**src/rtl/shreg_seq.sv**
```systemverilog
// Sample-to-group sequencer for an unrolled shift-buffer FIR front end.
// Packs UNR samples per shift, tracks warm-up, applies window backpressure and drains on flush.
module shreg_seq #(
  parameter int unsigned DWIDTH = 15,
  parameter int unsigned UNR    = 4,
  parameter int unsigned NTAP   = 37
) (
  input  logic                    clk_i,
  input  logic                    rst_ni,
  input  logic                    in_valid_i,
  input  logic [DWIDTH-1:0]       in_data_i,
  output logic                    in_ready_o,
  input  logic                    flush_i,
  input  logic                    win_ready_i,
  output logic                    sh_en_o,
  output logic [DWIDTH*UNR-1:0]   sh_din_o,
  output logic                    win_valid_o,
  output logic                    busy_flush_o,
  output logic                    flush_done_o,
  output logic [3:0]              grp_cnt_o
);

  localparam int unsigned BUFLEN    = NTAP - 1 + UNR;
  localparam int unsigned WARM_GRP  = (BUFLEN + UNR - 1) / UNR;
  localparam int unsigned FLUSH_GRP = (NTAP - 1 + UNR - 1) / UNR;
  localparam int unsigned LW        = (UNR > 1) ? $clog2(UNR) : 1;
  localparam int unsigned FW        = $clog2(FLUSH_GRP + 1);

  typedef enum logic [1:0] {StFill, StRun, StFlush} state_e;

  state_e                        state_q, state_d;
  logic [LW-1:0]                 lcnt_q, lcnt_d;
  logic [3:0]                    grp_q, grp_d;
  logic [UNR-1:0][DWIDTH-1:0]    lane_q, lane_d, lane_wr;
  logic                          pend_q, pend_d;
  logic                          sh_en_q, sh_en_d;
  logic [DWIDTH*UNR-1:0]         sh_din_q, sh_din_d;
  logic                          wv_q, wv_d;
  logic [FW-1:0]                 fcnt_q, fcnt_d;
  logic                          from_run_q, from_run_d;
  logic                          done_q, done_d;
  logic                          rdy_q;
  logic                          block;
  logic                          accept;

  // A completed group waits in the lane register (pend_q) while a window is held.
  assign in_ready_o   = rdy_q && (state_q != StFlush) && !pend_q && !flush_i;
  assign sh_en_o      = sh_en_q;
  assign sh_din_o     = sh_din_q;
  assign win_valid_o  = wv_q;
  assign busy_flush_o = (state_q == StFlush);
  assign flush_done_o = done_q;
  assign grp_cnt_o    = grp_q;

  always_comb begin
    state_d    = state_q;
    lcnt_d     = lcnt_q;
    grp_d      = grp_q;
    lane_d     = lane_q;
    pend_d     = pend_q;
    sh_en_d    = 1'b0;
    sh_din_d   = sh_din_q;
    wv_d       = wv_q;
    fcnt_d     = fcnt_q;
    from_run_d = from_run_q;
    done_d     = 1'b0;

    lane_wr = lane_q;
    lane_wr[LW'(UNR - 1) - lcnt_q] = in_data_i;

    // Back-to-back strobes would merge, so the cycle after a shift never shifts.
    block  = sh_en_q || (wv_q && !win_ready_i);
    accept = in_valid_i && in_ready_o;

    if (sh_en_q && (grp_q != 4'(WARM_GRP))) begin
      grp_d = grp_q + 4'd1;
    end

    if (sh_en_q && ((state_q == StFlush) ? from_run_q : (grp_d == 4'(WARM_GRP)))) begin
      wv_d = 1'b1;
    end else if (wv_q && win_ready_i) begin
      wv_d = 1'b0;
    end

    unique case (state_q)
      StFill, StRun: begin
        if (flush_i) begin
          state_d    = StFlush;
          from_run_d = (grp_d == 4'(WARM_GRP));
          fcnt_d     = '0;
        end else begin
          state_d = (grp_d == 4'(WARM_GRP)) ? StRun : StFill;
          if (pend_q) begin
            if (!block) begin
              sh_en_d  = 1'b1;
              sh_din_d = lane_q;
              lane_d   = '0;
              pend_d   = 1'b0;
            end
          end else if (accept) begin
            if (lcnt_q == LW'(UNR - 1)) begin
              lcnt_d = '0;
              if (!block) begin
                sh_en_d  = 1'b1;
                sh_din_d = lane_wr;
                lane_d   = '0;
              end else begin
                lane_d = lane_wr;
                pend_d = 1'b1;
              end
            end else begin
              lcnt_d = lcnt_q + LW'(1);
              lane_d = lane_wr;
            end
          end
        end
      end
      StFlush: begin
        // Lane register is zero after every shift, so partial/zero groups need no masking.
        if (fcnt_q < FW'(FLUSH_GRP)) begin
          if (!block) begin
            sh_en_d  = 1'b1;
            sh_din_d = lane_q;
            lane_d   = '0;
            pend_d   = 1'b0;
            lcnt_d   = '0;
            fcnt_d   = fcnt_q + FW'(1);
          end
        end else if (!sh_en_q && (!from_run_q || (wv_q && win_ready_i))) begin
          done_d  = 1'b1;
          state_d = StFill;
          grp_d   = '0;
          lcnt_d  = '0;
          wv_d    = 1'b0;
        end
      end
      default: state_d = StFill;
    endcase
  end

  always_ff @(posedge clk_i or negedge rst_ni) begin
    if (!rst_ni) begin
      state_q    <= StFill;
      lcnt_q     <= '0;
      grp_q      <= '0;
      lane_q     <= '0;
      pend_q     <= 1'b0;
      sh_en_q    <= 1'b0;
      sh_din_q   <= '0;
      wv_q       <= 1'b0;
      fcnt_q     <= '0;
      from_run_q <= 1'b0;
      done_q     <= 1'b0;
      rdy_q      <= 1'b0;
    end else begin
      state_q    <= state_d;
      lcnt_q     <= lcnt_d;
      grp_q      <= grp_d;
      lane_q     <= lane_d;
      pend_q     <= pend_d;
      sh_en_q    <= sh_en_d;
      sh_din_q   <= sh_din_d;
      wv_q       <= wv_d;
      fcnt_q     <= fcnt_d;
      from_run_q <= from_run_d;
      done_q     <= done_d;
      rdy_q      <= 1'b1;
    end
  end

endmodule

```
**config.mk**
```make
export PLATFORM = sky130hd
export DESIGN_NAME = shreg_seq
export DESIGN_NICKNAME = d
export VERILOG_FILES = /design/src/rtl/shreg_seq.sv
export SDC_FILE = /design/constraint.sdc
export NUM_CORES = 1
export LEC_CHECK = 0
export ABC_AREA = 0
export ABC_CLOCK_PERIOD_IN_PS = 2600
export CAP_MARGIN = 20
export CORE_MARGIN = 2
export CORE_UTILIZATION = 40
export CTS_CLUSTER_DIAMETER = 150
export DETAILED_ROUTE_END_ITERATION = 12
export GPL_TIMING_DRIVEN = 0
export PLACE_DENSITY = 0.66
export SLEW_MARGIN = 0
export SYNTH_ARGS = -nofsm -noshare
export SYNTH_HDL_FRONTEND = slang
export SYNTH_SLANG_ARGS = --single-unit
export TNS_END_PERCENT = 20
```
**constraint.sdc**
```tcl
create_clock -name clk_i -period 2.6 [get_ports clk_i]
set_clock_uncertainty 0.05 [all_clocks]
set_input_delay 0.26 -clock clk_i [delete_from_list [all_inputs] [get_ports clk_i]]
set_output_delay 0.26 -clock clk_i [all_outputs]
set_load 0.02 [all_outputs]
```
## Word level (Yosys, flattened, before mapping)

Cells that the tools add are included.

- Mux-type cells: 63
- Equal/unequal tests: 19
- $lt $le $gt $ge: 3
- Reductions and logical operators: 27
- Add/sub/neg operators: 4

Operators by type and width:

| kind | count |
|---|---|
| $mux W60 | 14 |
| $pmux W60 S2 | 2 |
| $bwmux W60 | 1 |
| $demux W15 S2 | 1 |
| $mux W4 | 7 |
| $mux W1 | 23 |
| $mux W2 | 9 |
| $mux W15 | 1 |
| $ne A2 B2 Y1 const B | 7 |
| $ne A3 B3 Y1 const B | 4 |
| $reduce_and A4 Y1 | 3 |
| $reduce_and A6 Y1 | 2 |
| $logic_and A1 B1 Y1 | 10 |
| $add A4 B1 Y4 const B | 2 |
| $pmux W2 S2 | 2 |
| $pmux W4 S2 | 1 |
| $logic_not A1 Y1 | 5 |
| $eq A2 B2 Y1 const B | 2 |
| $eq A4 B4 Y1 const B | 1 |
| $lt A4 B4 Y1 const B | 1 |
| $ne A2 B1 Y1 const B | 2 |
| $ne A4 B4 Y1 const B | 1 |
| $pmux W1 S2 | 2 |
| $reduce_and A2 Y1 | 2 |
| other kinds (10) | 11 |

- Output and inout port bits: 69
- Register bits: 138
- Logic and storage cells: 131
- Input port bits: 20

## Logic depth before layout (Yosys ltp)

Gate-level depths: netlist (run 1).

- Depth in word-level cells: 12
- Gate-level depth with buffers: 9
- Mapped depth without buffers: 7

## Worst setup path before layout (run 1)

Ideal clock, no wire load.

- Kind: register -> register
- Start: register fcnt_q[0]
- End: register lane_q[10] in the netlist's numbering
- Slack: 780 ps
- Path buffers: 1
- Setup time: 121 ps
- Data arrival time: 1649 ps
- Period minus slack after synthesis: 1820 ps
- Cell stages (with the launch flop): 9
- Data required time: 2429 ps
- Cells stage by stage: dfrtp_1 -> inv_1 -> ha_1 -> nand2b_4 -> a21oi_2 -> o21a_2 -> o21ai_2 -> buf_4 -> a22o_1

- Word-level cells in the longest chain between the ends: 3

RTL lines:

| element | line | source |
|---|---|---|
| start, declared | 39 | `logic [FW-1:0] fcnt_q, fcnt_d;` |
| start signal, assigned | 164 | `fcnt_q <= fcnt_d;` |
| $lt A4 B4 Y1 | 120 | `if (fcnt_q < FW'(FLUSH_GRP)) begin` |
| $ne A2 B1 Y1 (no line) | - |  |
| $reduce_and A4 Y1 (no line) | - |  |
| end signal, assigned | 159 | `lane_q <= lane_d;` |
| end, declared | 34 | `logic [UNR-1:0][DWIDTH-1:0] lane_q, lane_d, lane_wr;` |

No other way between the ends.
A chain may end at the register's enable or synchronous reset.

## Worst setup path after layout (run 1)

- Start: register state_q[1]
- End: output in_ready_o

- Word-level cells in the longest chain between the ends: 4

RTL lines:

| element | line | source |
|---|---|---|
| start, declared | 31 | `state_e state_q, state_d;` |
| start signal, assigned | 143 | `state_q <= StFill;` |
| start signal, assigned | 156 | `state_q <= state_d;` |
| $ne A2 B2 Y1 | 47 | `assign in_ready_o = rdy_q && (state_q != StFlush) && !pend_q && !flush_i;` |
| $logic_and A1 B1 Y1 (3 in series) | 47 |  |
| end, declared | 12 | `output logic in_ready_o,` |

No other way between the ends.

==> results of run 1 <==
-- state kept, by name, indices dropped and copies added, names as in the netlist --
| name | count |
|---|---|
| fcnt_q | 4 |
| lane_q | 60 |
| rdy_q | 1 |
| from_run_q | 1 |
| sh_en_o | 1 |
| grp_cnt_o | 4 |
| state_q | 2 |
| win_valid_o | 1 |
| pend_q | 1 |
| lcnt_q | 2 |
| sh_din_o | 60 |
| flush_done_o | 1 |
-- power groups by stage --
stage	Clock (W)	Combinational, W	Sequential [W]
2_1_floorplan	0	0.00195	0.00299
3_3_place_gp	0	0.00316	0.00278
3_5_place_dp	0	0.00324	0.00280
4_1_cts	0.00236	0.00326	0.00277
5_1_grt	0.00246	0.00355	0.00282
6_report	0.00233	0.00325	0.00277
-- worst register-to-register path, stage by stage (launching register included) --
cell and delay [ns]:
dfrtp_1 0.43, ha_1 0.33, a31oi_1 0.18, nor3_1 0.08, o21ai_1 0.32, buf_2 0.33
buf_2 0.29, nand2_1 0.09, o21ai_0 0.08
-- layout make-up --
cell class	instances	area (um2)	share of cell area, %
inverters	8	35.03	0.4510
repair buffers	75	768.2	9.889
plain buffers	50	295.3	3.801
multi-input cells	343	2412	31.05
flip-flops and latches	138	3453	44.45
clock inverters	12	126.4	1.627
clock buffers	19	442.9	5.701
well taps	188	235.2	3.028
-- how the worst min path moves through the flow --
stage / to
finish: lane_q[54]
global route: lane_q[33]
CTS: lane_q[33]
detailed placement: sh_din_o[10]
global placement: sh_din_o[9]
floorplan: fcnt_q[0]
-- metal layers --
metal	vias up	global-route usage, %	routed length, um
li1	2150	-	-
met1	2331	26.34	6791
met2	156	29.41	6953
met3	29	6.237	1007
met4	0	6.723	305
met5	-	0	0
-- cells by family after synthesis --
group,Yosys count,share of synthesized area [%]
compound gates,189,22.03
flops,138,55.74
simple gates,115,10.04
buf+inv,58,5.331
mux,27,4.766
fa+ha+maj,8,1.616
xor+xnor,3,0.4241
other cells,1,0.06052
-- what timing repair did --
item / 4_1_cts / 5_1_grt
pin swaps: 0 / 0
setup buffers: 0 / 0
hold endpoints to repair: 68 / 0
setup endpoints to repair: 1 / 8
hold buffers: 1 / 0
resized for setup: 1 / 1
-- placed cells by master (no fill, tap or decap), types with 2 or more instances in the layout --
cell type | netlist | layout
clkbuf_16 | 0 | 17
nor2_4 | 2 | 2
and3_1 | 4 | 4
o21ai_2 | 4 | 4
o22a_1 | 2 | 2
bufinv_16 | 0 | 2
buf_1 | 5 | 5
nand4_1 | 2 | 2
nor2b_1 | 2 | 2
mux2i_4 | 2 | 2
nor3_1 | 6 | 6
a211oi_1 | 2 | 2
clkdlybuf4s50_1 | 0 | 71
clkinvlp_4 | 0 | 5
o21ai_0 | 54 | 53
a22oi_1 | 35 | 35
a22o_1 | 65 | 65
buf_6 | 6 | 7
nor3b_4 | 3 | 3
o211ai_1 | 2 | 2
nor3_4 | 2 | 2
ha_1 | 8 | 8
inv_1 | 7 | 7
nand2b_4 | 2 | 2
buf_2 | 17 | 17
dfrtp_1 | 138 | 138
o21ai_1 | 11 | 12
buf_4 | 8 | 8
a31oi_1 | 2 | 2
a21oi_1 | 4 | 4
nand2_1 | 68 | 68
xnor2_1 | 2 | 2
clkinv_2 | 0 | 4
nor2_1 | 14 | 14
clkbuf_1 | 13 | 14
mux2i_1 | 25 | 25
-- metrics by stage --
step	power, W	worst slack, ns	hold slack (ns)	util, %
floorplan	0.004944	0.7803	-0.08559	-
global placement	0.005940	-3.946	0.4158	47.29
detailed placement	0.006042	0.1895	0.2518	47.48
CTS	0.008386	0.1667	0.2772	51.29
global route	0.008827	0.1530	0.2891	51.29
finish	0.008344	0.3006	0.2901	51.29
==> flow_summary.json, run 1 <==
{
  "status": "completed",
  "track_usage_pct": 19.38,
  "min_path_type": "input port to register",
  "synth_commonest_cells": "138 x dfrtp_1, 68 x nand2_1, 65 x a22o_1",
  "grt_pass1_vias": 4682,
  "wl_per_cell_um": 18.08,
  "yosys.area.top_type": "dfrtp_1",
  "max_slew_margin_pct": 57.71,
  "end_kind": "output pin",
  "p_switching_w": 0.003160,
  "cts.sinks": 138,
  "ctsHtreeMaxLevel": 4,
  "synth_cell_types": 53,
  "peakVddDrop_mv": 0.5298,
  "clk_pin_slew_worst_paths_ns": 0.06,
  "r2r-start": "lcnt_q[0]",
  "cts_tree": "done",
  "rsz0062_at_grt": "false",
  "p_per_area_mw_per_mm2": 1074,
  "cp_top_family": "buffers and inverters",
  "period_share_pct": 88.44,
  "synth-edff-count": 0,
  "cp.required_ns": 2.29,
  "pwr-share-seq_pct": 33.2,
  "initial_core_util_pct": 40.91,
  "max_stage_delay_ns": 0.38,
  "dpl.cell_count": 801,
  "min_from": "in_data_i[9]",
  "tightest_slew_ns": 0.6344,
  "cp.depth": 6,
  "critical_path_class": "register to output pin",
  "layout-drive-gt1-share_pct": 13.80,
  "viasPerCell": 5.601,
  "clock_latency_ns": 0.42,
  "grt_max_degree": 71,
  "layout.cells.non_filler": 833,
  "period_minus_slack_ns": 2.299,
  "cp_data_arrival_time_ns": 1.99,
  "critical_path.slowest_cell": "dlygate4sd2_1",
  "first_pass_iters": 5,
  "antenna_cells": 0,
  "n_fill_cell": 1294,
  "p_comb_share_pct": 39.0,
  "totalWireLength_mm": 15.06,
  "synth.top_cell.area_share_pct": 55.74,
  "reg2reg_slack_ns": 0.34,
  "clock-root-buffer": "clkbuf_16",
  "dieArea_mm2": 0.01650,
  "ant_nets": 0,
  "path_cells": "buf_6, nand2b_4, buf_8, inv_6, nor4b_1, dlygate4sd2_1",
  "syn_nets": 567,
  "ios": 89,
  "core-area_mm2": 0.01515,
  "fmaxAchievable_mhz": 434.9,
  "hold_viol": 0,
  "setup_tns_ns": 0,
  "dpl-instance-area_mm2": 0.007191,
  "fin_nets": 661,
  "synth_flop_cell": "dfrtp_1",
  "die-width_um": 128.5,
  "drtIter0Drc": 377,
  "report.final.slew_viol_count": 0,
  "ys_warn_count": 0,
  "yosysMostFrequentCell": "dfrtp_1",
  "setup_viol": 0,
  "cp_max_fo": 10,
  "grt_overflow_total": 0,
  "gp_congestion": 0.8618,
  "worst-path-buf-inv": 4,
  "internal_power_w": 0.005184,
  "yosysSeqAreaShare_pct": 55.74,
  "cts_buffer_depth": 2,
  "place_hpwl_mm": 10.69,
  "stdcell_area_mm2": 0.007769,
  "maxCapViolCount": 0,
  "yosys-top-cells-area": "dfrtp_1 56%, a22o_1 9.2%, o21ai_0 4.4%",
  "synthArstFlopShare_pct": 100.0,
  "worst_setup_path_start_kind": "register",
  "pwr-share-clk_pct": 27.9,
  "fp-row-count": 45,
  "syn_inst": 539,
  "p_leak_nw": 3.313,
  "rr_worst_depth": 8,
  "ys_ff_latch": 138,
  "netlist_area_mm2": 0.006196,
  "critPathLaunch": "state_q[1]",
  "synthToLayoutAreaGrowth_pct": 25.38,
  "via_count": 4666,
  "antenna_found_initial": 0,
  "critPathCapture": "in_ready_o",
  "synth.avg_cell_area_um2": 11.50,
  "io_buffers": 73,
  "hold_path_depth": 2,
  "numCtsBuffers": 17,
  "drc_errors": 0,
  "die_h_um": 128.5,
  "p_sw_share_pct": 37.87,
  "grt_pass1_wl_mm": 24.64,
  "worstReg2RegEnd": "sh_din_o[9]"
}
Power figures use the tool's default switching activity.
==> run 2: changes to the inputs <==
- ABC_AREA: 0 -> 1
- ABC_CLOCK_PERIOD_IN_PS: 2600 -> 2100
- PLACE_DENSITY: 0.66 -> 0.67
- clock period: 2.6 -> 2.1 ns (I/O delays scaled with it)
==> flow_summary.json, run 2 <==
{
  "max_slew_margin_pct": 51.58,
  "synth.top_cell.area_share_pct": 48.46,
  "yosysSeqAreaShare_pct": 48.46,
  "pwr-share-seq_pct": 28.3,
  "tightest_slew_ns": 0.7247,
  "synthArstFlopShare_pct": 100.0,
  "cts_tree": "done",
  "wl_per_cell_um": 15.63,
  "p_comb_share_pct": 45.0,
  "viasPerCell": 5.188,
  "p_switching_w": 0.004988,
  "finalHoldWorstSlack_ns": 0.2990,
  "synth_mux_area_share_pct": 0,
  "cts_buffer_depth": 2,
  "fmaxAchievable_mhz": 501.5,
  "yosysMostFrequentCell": "nand2_1",
  "synthToLayoutAreaGrowth_pct": 26.69,
  "internal_power_w": 0.007105,
  "peakVddDrop_mv": 0.8184,
  "fp-row-count": 48,
  "dieArea_mm2": 0.01890,
  "die_h_um": 137.5,
  "ys_warn_count": 0,
  "syn_inst": 932,
  "die-width_um": 137.5,
  "place_hpwl_mm": 13.55,
  "path_cells": "inv_1, nand2_4, inv_4, nand2_4, nand3_2, nand3_4, nor2_8, inv_2, buf_6, buf_6, a21oi_2",
  "min_path_type": "input port to async pin",
  "io_buffers": 88,
  "yosys-top-cells-area": "dfrtp_1 48%, nand2_1 16%, o21ai_0 8.1%",
  "yosys.area.top_type": "dfrtp_1",
  "drtIter0Drc": 619,
  "status": "completed",
  "pwr-share-clk_pct": 26.7,
  "synth_cell_types": 32,
  "track_usage_pct": 21.92,
  "antenna_found_initial": 0,
  "gp_congestion": 0.8779,
  "initial_core_util_pct": 41.05,
  "cp.required_ns": 2.36,
  "netlist_area_mm2": 0.007126,
  "n_fill_cell": 1695,
  "core-area_mm2": 0.01736,
  "cp_data_arrival_time_ns": 2.26,
  "p_per_area_mw_per_mm2": 1340,
  "maxCapViolCount": 0,
  "ctsHtreeMaxLevel": 4,
  "ant_nets": 0,
  "synth-edff-count": 0,
  "end_kind": "register",
  "clk_pin_slew_worst_paths_ns": 0.06,
  "ys_ff_latch": 138,
  "synth_top_family_by_area": "simple AND/OR/NAND/NOR gates",
  "p_sw_share_pct": 41.25,
  "synth_compound_area_share_pct": 17.66,
  "grt_pass1_vias": 6164,
  "numCtsBuffers": 17,
  "synth_xor_area_share_pct": 0.1229,
  "synth_simple_gate_area_share_pct": 22.84,
  "report.final.slew_viol_count": 0,
  "setup_viol": 0,
  "grt_overflow_total": 0,
  "setup_tns_ns": 0,
  "first_pass_iters": 5,
  "antenna_cells": 0,
  "fin_nets": 1071,
  "layout_commonest_cell": "nand2_1",
  "cp_max_fo": 10,
  "critical_path_class": "register to register",
  "layout-drive-gt1-share_pct": 8.341,
  "clock_latency_ns": 0.43,
  "clock-root-buffer": "clkbuf_16",
  "grt_max_degree": 71,
  "period_minus_slack_ns": 1.994,
  "drc_errors": 0,
  "via_count": 6640,
  "mostFrequentLayoutCells": "295 x nand2_1, 138 x dfrtp_1, 116 x o21ai_0, 104 x inv_1, 86 x clkdlybuf4s50_1",
  "max_stage_delay_ns": 0.43,
  "p_leak_nw": 4.241,
  "hold_viol": 0,
  "syn_nets": 960,
  "critical_path.slowest_cell": "dfrtp_1",
  "period_share_pct": 94.95,
  "totalWireLength_mm": 20.01,
  "ios": 89,
  "cts.sinks": 138,
  "synth_flop_cell": "dfrtp_1",
  "synth_adder_area_share_pct": 1.405,
  "synth_commonest_cells": "297 x nand2_1, 138 x dfrtp_1, 116 x o21ai_0",
  "worst_setup_path_start_kind": "register",
  "grt_pass1_wl_mm": 31.84,
  "synth.avg_cell_area_um2": 7.645
}
[run 2: routing by layer]
layer	vias to the layer above	wire length [um]	track usage, %
met5	-	0	0
met4	0	484	7.388
met3	34	1373	5.004
met2	250	9000	33.55
met1	3110	9152	30.63
li1	3246	-	-
[run 2: cell type report]
cell class	count	area [um2]	share of cell area [%]
clock buffers	24	491.7	5.447
multi-input cells	627	3024	33.50
plain buffers	58	292.8	3.243
clock inverters	7	137.6	1.525
repair buffers	92	933.4	10.34
well taps	225	281.5	3.119
inverters	109	412.9	4.574
flip-flops and latches	138	3453	38.25
[run 2: path summary, 6_finish.rpt]
check	from	to	slack [ns]	depth (start not counted)
worst max-delay path	sh_en_o	sh_din_o[21]	0.11	11
worst min register to register	sh_din_o[50]	sh_din_o[50]	0.42	2
min in group clk_i	sh_din_o[50]	sh_din_o[50]	0.42	2
worst max register to register	sh_en_o	sh_din_o[21]	0.11	11
max in group asynchronous	rst_ni	lane_q[26]	0.94	3
worst min-delay path	rst_ni	sh_din_o[13]	0.30	2
[run 2: cells by family (layout without fill, tap and decap cells)]
family                   count (synthesis)  after routing
adder cells (fa/ha/maj)                  8              8
flip-flops                             138            138
other                                    1              1
AO/OA/AOI/OAI                          222            222
buffers and inverters                  167            290
AND/OR/NAND/NOR                        395            395
XOR/XNOR                                 1              1
[run 2: power groups by stage]
stage / Sequential (W) / Combinational [W] / Clock [W]
after CTS: 0.00342 / 0.00529 / 0.00327
after detailed placement: 0.00346 / 0.00520 / 0
after global routing: 0.00347 / 0.00593 / 0.00338
after global placement: 0.00346 / 0.00514 / 0
after floorplan: 0.00376 / 0.00307 / 0
final: 0.00342 / 0.00544 / 0.00323
[run 2: timing repair]
action,in CTS,in global routing
gates resized for setup,9,14
hold buffers,1,0
setup endpoints to repair,59,93
hold endpoints to repair,69,0
gates cloned,0,0
buffers inserted,0,2
pin swaps,0,1
[run 2: through the flow]
| step | total power, W | std cells | cell area (um2) | utilization (%) | worst slack (ns) |
|---|---|---|---|---|---|
| 6_report | 0.01209 | 1280 | 9027 | 52.01 | 0.1060 |
| 5_1_grt | 0.01278 | 1280 | 9027 | 52.01 | -0.003355 |
| 4_1_cts | 0.01198 | 1278 | 8980 | 51.74 | 0.01873 |
| 3_5_place_dp | 0.008655 | 1246 | 8317 | 47.92 | -0.4815 |
| 3_3_place_gp | 0.008604 | 1245 | 8288 | 47.75 | -4.972 |
| 2_1_floorplan | 0.006827 | 932 | 7126 | - | 0.2826 |
[run 2: critical path: cells and delay by family (launching register included)]
kind	cells	cell delay, ns
flip-flops	1	0.43
AND/OR/NAND/NOR	5	0.62
AO/OA/AOI/OAI	1	0.07
buffers and inverters	5	0.68
